## src/rtl/coin_pkg.sv

```systemverilog
// Shared types and constants for the coin-change arbiter slice.
package coin_pkg;

   localparam int AMT_W     = 6;
   localparam int CNT_W     = 3;

   localparam int COIN_TEN  = 10;
   localparam int COIN_FIVE = 5;
   localparam int COIN_ONE  = 1;

   typedef enum logic [1:0] {
      IDLE  = 2'd0,
      ISSUE = 2'd1,
      WAIT  = 2'd2,
      RESP  = 2'd3
   } arb_state_t;

endpackage

```

## src/rtl/rr_picker.sv

```systemverilog
// Combinational round-robin picker: first asserted request after the pointer, with wrap.
module rr_picker #(
   parameter int NUM_REQ = 4,
   parameter int ID_W    = 2
) (
   input  logic [NUM_REQ-1:0] i_req,
   input  logic [ID_W-1:0]    i_ptr,
   output logic [NUM_REQ-1:0] o_grant,
   output logic [ID_W-1:0]    o_idx,
   output logic               o_any
);

   always_comb begin
      o_grant = '0;
      o_idx   = '0;
      o_any   = 1'b0;
      // Offset 1 first so the last-served requester has lowest priority.
      for (int k = 1; k <= NUM_REQ; k++) begin
         automatic int j = (int'(i_ptr) + k) % NUM_REQ;
         if (!o_any && i_req[j]) begin
            o_any      = 1'b1;
            o_grant[j] = 1'b1;
            o_idx      = ID_W'(j);
         end
      end
   end

endmodule

```

## src/rtl/coin_change_arbiter.sv

```systemverilog
// Shares one coin-change engine among NUM_REQ requesters, one transaction at a time.
//   state | meaning
//   IDLE  | pick a requester, latch its amount and index
//   ISSUE | one-cycle start pulse to the engine
//   WAIT  | wait for engine result or timeout
//   RESP  | hold response until accepted
module coin_change_arbiter
   import coin_pkg::*;
#(
   parameter int NUM_REQ = 4,
   parameter int ID_W    = 2,
   parameter int TIMEOUT = 64
) (
   input  logic                     clk,
   input  logic                     rst,
   input  logic [NUM_REQ-1:0]       req_valid,
   input  logic [NUM_REQ*AMT_W-1:0] req_amount,
   output logic [NUM_REQ-1:0]       req_ready,
   output logic                     eng_in_valid,
   output logic [AMT_W-1:0]         eng_in_coin,
   input  logic                     eng_out_valid,
   input  logic [CNT_W-1:0]         eng_ten,
   input  logic [CNT_W-1:0]         eng_five,
   input  logic [CNT_W-1:0]         eng_one,
   output logic                     resp_valid,
   input  logic                     resp_ready,
   output logic [ID_W-1:0]          resp_id,
   output logic [CNT_W-1:0]         resp_ten,
   output logic [CNT_W-1:0]         resp_five,
   output logic [CNT_W-1:0]         resp_one,
   output logic                     resp_err
);

   localparam int TW = $clog2(TIMEOUT);

   arb_state_t       r_state;
   logic [ID_W-1:0]  r_ptr;
   logic [ID_W-1:0]  r_id;
   logic [TW-1:0]    r_wait_cnt;
   logic             r_eng_in_valid;
   logic [AMT_W-1:0] r_eng_in_coin;
   logic             r_resp_valid;
   logic [CNT_W-1:0] r_ten;
   logic [CNT_W-1:0] r_five;
   logic [CNT_W-1:0] r_one;
   logic             r_err;

   logic [NUM_REQ-1:0] w_grant;
   logic [ID_W-1:0]    w_idx;
   logic               w_any;
   logic [AMT_W-1:0]   w_amt;

   rr_picker #(
      .NUM_REQ (NUM_REQ),
      .ID_W    (ID_W)
   ) u_picker (
      .i_req   (req_valid),
      .i_ptr   (r_ptr),
      .o_grant (w_grant),
      .o_idx   (w_idx),
      .o_any   (w_any)
   );

   assign w_amt = req_amount[int'(w_idx)*AMT_W +: AMT_W];

   // Grant is only visible in IDLE; masked during reset so every output reads 0.
   assign req_ready    = (r_state == IDLE && !rst) ? w_grant : '0;
   assign eng_in_valid = r_eng_in_valid;
   assign eng_in_coin  = r_eng_in_coin;
   assign resp_valid   = r_resp_valid;
   assign resp_id      = r_id;
   assign resp_ten     = r_ten;
   assign resp_five    = r_five;
   assign resp_one     = r_one;
   assign resp_err     = r_err;

   always_ff @(posedge clk or posedge rst) begin
      if (rst) begin
         r_state        <= IDLE;
         r_ptr          <= ID_W'(NUM_REQ - 1);
         r_id           <= '0;
         r_wait_cnt     <= '0;
         r_eng_in_valid <= 1'b0;
         r_eng_in_coin  <= '0;
         r_resp_valid   <= 1'b0;
         r_ten          <= '0;
         r_five         <= '0;
         r_one          <= '0;
         r_err          <= 1'b0;
      end else begin
         case (r_state)
            IDLE: begin
               if (w_any) begin
                  r_id           <= w_idx;
                  r_eng_in_coin  <= w_amt;
                  r_eng_in_valid <= 1'b1;
                  r_state        <= ISSUE;
               end
            end
            ISSUE: begin
               r_eng_in_valid <= 1'b0;
               r_wait_cnt     <= '0;
               r_state        <= WAIT;
            end
            WAIT: begin
               r_wait_cnt <= r_wait_cnt + 1'b1;
               // A result arriving on the timeout cycle still counts as success.
               if (eng_out_valid) begin
                  r_ten        <= eng_ten;
                  r_five       <= eng_five;
                  r_one        <= eng_one;
                  r_err        <= 1'b0;
                  r_resp_valid <= 1'b1;
                  r_state      <= RESP;
               end else if (r_wait_cnt == TW'(TIMEOUT - 1)) begin
                  r_ten        <= '0;
                  r_five       <= '0;
                  r_one        <= '0;
                  r_err        <= 1'b1;
                  r_resp_valid <= 1'b1;
                  r_state      <= RESP;
               end
            end
            RESP: begin
               if (resp_ready) begin
                  r_resp_valid <= 1'b0;
                  r_ptr        <= r_id;
                  r_state      <= IDLE;
               end
            end
            default: r_state <= IDLE;
         endcase
      end
   end

endmodule
```

## config.mk

```make
export PLATFORM = sky130hd
export DESIGN_NAME = coin_change_arbiter
export DESIGN_NICKNAME = d
export VERILOG_FILES = /design/src/rtl/coin_pkg.sv /design/src/rtl/rr_picker.sv /design/src/rtl/coin_change_arbiter.sv
export SDC_FILE = /design/constraint.sdc
export NUM_CORES = 1
export LEC_CHECK = 0
export ABC_CLOCK_PERIOD_IN_PS = 7860
export BUFFER_PORTS_ARGS = -buffer_cell sky130_fd_sc_hd__buf_4
export CORE_UTILIZATION = 45
export DETAILED_ROUTE_END_ITERATION = 6
export PLACE_DENSITY = 0.71
export SLEW_MARGIN = 20
export SYNTH_ARGS = -nofsm -noshare
export SYNTH_HDL_FRONTEND = slang
export SYNTH_SLANG_ARGS = --single-unit
```

## constraint.sdc

```tcl
create_clock -name clk -period 7.86 [get_ports clk]
set_input_delay 0.786 -clock clk [delete_from_list [all_inputs] [get_ports clk]]
set_output_delay 0.786 -clock clk [all_outputs]
set_load 0.03 [all_outputs]
```

; Yosys cells after proc, flatten, opt, wreduce, memory -nomap -nowiden
; Cells that the tools add are included.
[classes]
n_shift = 1
addsub = 5
order_cmp = 8
n_reduce_logical = 27
mux = 50
bitwise = 7
eq_ne = 7
multipliers = 1
[op_table]
columns = operator, count
row1 = indexed part select 24 x 6 -> 6 bit, 1
row2 = two-way mux 1 bit, 21
row3 = two-way mux 4 bit, 5
row4 = "< comparator 3 x 4 -> 1 bit, second input constant", 4
row5 = two-way mux 2 bit, 8
row6 = ">= comparator 3 x 1 -> 1 bit, second input constant", 4
row7 = two-way mux 3 bit, 4
row8 = OR 4 bit, 3
row9 = one-hot mux 6 bit (2 select lines), 1
row10 = binary-select mux 1 bit (select 2 bit), 4
row11 = demux 1 bit (select 2 bit), 4
row12 = logical AND 1 bit, 8
row13 = one-hot mux 2 bit (4 select lines), 1
row14 = AND reduction 2 bit, 4
row15 = nonzero test 2 bit, 4
row16 = OR reduction 2 bit, 4
row17 = "adder 6 x 1 -> 6 bit, second input constant", 1
row18 = "equality test 6 bit, second input constant", 1
row19 = AND reduction 3 bit, 2
row20 = "adder 2 x 1 -> 2 bit, second input constant", 2
row21 = "adder 2 bit, second input constant", 2
row22 = "bitwise AND 1 bit, first input constant", 4
row23 = "equality test 2 bit, second input constant", 2
row24 = zero test 1 bit, 4
row25 = 7 further kinds, 8
[totals]
output_inout_bits = 24
ff_bits = 30
wordCells = 117
inputBits = 41

; Longest topological paths before layout
[logic_depth]
depth_word = 18
depth_mapped = 12
mapped_depth_nobuf = 8

; Cells and area by module
; From an unflattened synthesis, not the netlist that was laid out.
[hier_totals]
cells_unflattened = 233
hier_area_um2 = 2341.0
[modules_own_cells]
columns = module, area_each_um2, cells_each, instances
row1 = coin_change_arbiter, 1711.6, 147, 1
row2 = rr_picker, 629.4, 86, 1

; Worst setup path after synthesis
; No wires, ideal clock.
[synth_timing]
path_type = flip-flop to output port
from = reg r_ptr[0]
to = out req_ready[0]
t_arrival_ns = 2.791
path_stages_with_launch = 13
slack_ns = 4.283
path_cell_list = dfstp_2 buf_6 inv_1 ha_1 buf_2 mux4_2 nor2b_1 buf_4 buf_6 a22oi_1 nor2_1 a221oi_1 nor2_1
[synth_between]
elab_chain_len = 15
[synth_lines]
columns = element, line
row1 = start: declaration, coin_change_arbiter.sv:37  ; logic [ID_W-1:0] r_ptr;
row2 = start signal: assignment, coin_change_arbiter.sv:80  ; r_ptr <= ID_W'(NUM_REQ - 1);
row3 = start signal: assignment, coin_change_arbiter.sv:127  ; r_ptr <= r_id;
row4 = adder 2 x 1 -> 2 bit, rr_picker.sv:19  ; automatic int j = (int'(i_ptr) + k) % NUM_REQ;
row5 = OR reduction 2 bit (no source line) / binary-select mux 1 bit (select 2 bit) (equally long branches), -
row6 = bitwise AND 1 bit (no source line) / two-way mux 1 bit (equally long branches), -
row7 = < comparator 3 x 4 -> 1 bit (not written as such) (tied with other cells), rr_picker.sv:22  ; o_grant[j] = 1'b1;
row8 = logical AND 1 bit (not written as such) / two-way mux 1 bit (equally long branches), "rr_picker.sv:22, rr_picker.sv:20"
row9 = two-way mux 1 bit (not written as such) / zero test 1 bit (equally long branches), "rr_picker.sv:22, rr_picker.sv:20"
row10 = demux 1 bit (select 2 bit) / logical AND 1 bit (equally long branches), -
row11 = two-way mux 4 bit / two-way mux 1 bit (equally long branches), rr_picker.sv:20  ; if (!o_any && i_req[j]) begin
row12 = OR 4 bit (no source line) / zero test 1 bit (equally long branches), -
row13 = two-way mux 4 bit / logical AND 1 bit (equally long branches), rr_picker.sv:20
row14 = OR 4 bit (no source line) / two-way mux 1 bit (equally long branches), -
row15 = two-way mux 4 bit / zero test 1 bit (equally long branches), rr_picker.sv:20
row16 = OR 4 bit (no source line) / logical AND 1 bit (equally long branches), -
row17 = two-way mux 4 bit (*), rr_picker.sv:20
row18 = two-way mux 4 bit (*), coin_change_arbiter.sv:67  ; assign req_ready = (r_state == IDLE && !rst) ? w_grant : '0;
row19 = end: declaration, coin_change_arbiter.sv:18  ; output logic [NUM_REQ-1:0] req_ready,
; Every way passes the cells marked *; elsewhere a longest branch is shown, timed or not. The select of a mux whose other input is x is not followed.

; Worst setup path after layout
[layout_timing]
from = reg r_ptr[0]
to = out req_ready[2]
; The elaborated chain is that of the path after synthesis.

==> results.md <==
- PwrDens: 440.0 nW/um^2
- Min-delay worst type: register to register
- Drt initial violations: 155
- Endpoints failing setup: 0
- Share of cells above drive strength 1: 31.36%
- Cell Rows: 24
- Die Span X: 71.56 um
- Worst VDD drop: 0.3711 mV
- DR WL/cell: 15.27 um
- # clock sinks: 30
- Status: finished clean
- Synth Net Count: 285
- CP max FO: 39
- Routed WL: 5.176 mm
- Fmax: 220.0 MHz
- Fill cells: 387
- Core area: 4504 um^2
- PostCTS Resize Cnt: 0
- N_diodes: 0
- Clock skew: 0.009104 ns
- Max cap viols: 0
- Number of global-route vias before repair: 1796
- DIE AREA: 5120 um^2
- GPL Wtd Cong: 0.8812
- DRC errors left: 0
- Slew Limit Headroom: 50.38%
- Skew-Pair Late Insertion Delay: 0.28 ns
- CP arrival: 3.76 ns
- Worst Path Required: 7.07 ns
- Yosys top cell area share: 32.18%
- Synth Cell Area: 2177 um^2
- Final Hold Violating Endpoints: 0
- FFs w/ async S/R, synth: 100.0%
- Mapped Cells: 230
- Via Count: 1951
- Leak: 0.001276 uW
- Min Tclk post-route: 4.545 ns
- Area growth syn-to-layout: 25.17%
- Share of the yosys chip area belonging to registers: 34.60%
- Post-CTS Setup Inserts: 0
- Worst slew pin tran: 0.7444 ns
- Warning count from the yosys run: 0
- Remaining global-route overflow: 0
- Main synth FF type: dfrtp_1
- Number of synthesized flops with an enable pin: 0
- I/O Buffers: 64
- Largest net degree at the start of global routing: 40
- Non-Filler Instances: 339
- RSZ-0062 raised after global routing: false
- First-pass GRT wire length: 8.466 mm
- I/O pin count: 65
- CTS tree: yes
- Critical path class: register to output port
- Synthesized flop and latch total: 30
- Dpl hpwl: 3.801 mm
- H-tree levels: 2
- Via-to-Cell Ratio: 5.755
- Clock buffer count from CTS: 5
- Synth cell count leaders: dfrtp_1 (28), nand2_1 (28), o21ai_0 (15)
- Syn avg cell area: 9.466 um^2
- GRT Resource Usage Total: 20.94%
- CTS Hold Bufs: 0
- Crit end category: output port
- Top cells by area, synth: dfrtp_1 (32%), ha_1 (8.0%), nand2_1 (4.8%), a22o_1 (4.4%), o221ai_1 (4.4%)
- Worst r2r path cells: 8
- Post-synth cell types: 44
- Die H: 71.56 um
- Critical path launch point type: register
- Slew Viols, Final: 0
- Setup TNS: 0 ns
- Final ANT Viol Nets: 0
- Initial antenna violation count: 0
- Clock Root Buffer: clkbuf_8
- Hold depth: 1
- Clock slew at reported path FFs: 0.06 ns
- Nets: 342
- Part of the cycle the worst path needs: 57.82%
- Initial core utilization: 48.33%
- Clock Tree Buf Depth: 2
- Yosys top cell by area: dfrtp_1
- DR pass1 iterations: 4
- Placed Cells: 332
cells in the final DEF, fill, tap and decap left out, drive strengths merged, types with 3 or more instances in the layout:
master  instances
buf            65
nand2          28
dfrtp          28
o21ai          18
nor2           15
ha             14
inv            13
a22o           11
o221ai         11
mux2i           9
nor3            7
a31oi           7
nand3b          7
clkbuf          5
mux4            4
mux2            4
nand3           4
a22oi           4
a221oi          4
and3            3
nand2b          3
nor2b           3
through the flow:
stage	area, um^2	worst slack, ns	util (%)	hold slack, ns	power, uW
finish	2725	3.315	60.50	0.4805	1199
global route	2725	3.045	60.50	0.5281	1291
detailed placement	2644	3.306	58.69	0.4766	1080
floorplan	2177	4.283	-	0.4529	896.2
global placement	2644	3.459	58.69	0.4686	1062
CTS	2723	3.009	60.44	0.4869	1198
cells by family after synthesis:
group / count (synthesis) / synth area share [%]
DFF: 30 / 34.60
xor gates and xnor gates: 1 / 0.4024
adders and majority gates: 14 / 8.046
and+or+nand+nor: 75 / 17.99
buffers and inverters: 28 / 6.207
muxes: 17 / 10.35
AOI/OAI and AO/OA: 65 / 22.41
critical path: stages, from the launching register on:
cell	delay, ns
dfstp_2	1.02
inv_1	0.31
ha_1	0.47
mux4_2	0.44
nor2b_2	0.60
a22oi_1	0.14
nor2_1	0.13
a221oi_1	0.06
nor2_1	0.13
buf_4	0.18
layout make-up:
cell class,count,area (um^2),area share (%)
well taps,52,65.06,2.388
multi-input cells,172,1291,47.38
flip-flops and latches,30,753.2,27.64
clock inverters,2,10.01,0.3673
clock buffers,5,68.82,2.525
inverters,13,48.80,1.791
repair buffers,65,488.0,17.91
final timing paths:
check                                             end  slack [ns]                       from
max reg2reg                eng_in_coin[5]$_DFFE_PP0P_        4.00       r_ptr[0]$_DFFE_PP1P_
min reg2reg                 r_wait_cnt[5]$_DFFE_PP0P_        0.48  r_wait_cnt[5]$_DFFE_PP0P_
min                         r_wait_cnt[5]$_DFFE_PP0P_        0.48  r_wait_cnt[5]$_DFFE_PP0P_
max in group asynchronous        r_ptr[0]$_DFFE_PP1P_        6.93                        rst
max                                      req_ready[2]        3.32       r_ptr[0]$_DFFE_PP1P_
min in group asynchronous     resp_ten[0]$_DFFE_PP0P_        0.59                        rst
per-layer routing:
| metal | global-route usage (%) | up-vias | share of wire (%) |
|---|---|---|---|
| met1 | 29.73 | 921 | 48 |
| li1 | - | 960 | - |
| met4 | 6.100 | 0 | 1.3 |
| met5 | 0 | - | 0 |
| met3 | 4.923 | 7 | 6.3 |
| met2 | 32.17 | 63 | 45 |
state kept, by name (all words and copies together) (netlist names):
register	count
resp_id	2
resp_valid	1
resp_err	1
eng_in_valid	1
r_wait_cnt	6
eng_in_coin	6
resp_one	3
resp_five	3
r_state	2
r_ptr	2
resp_ten	3
power by group:
part           switching [uW]  internal, uW  total (uW)
Combinational             459           325         784
Sequential               73.1           226         299
Clock                    56.6          59.3         116
(Power assumes the default switching activity.)
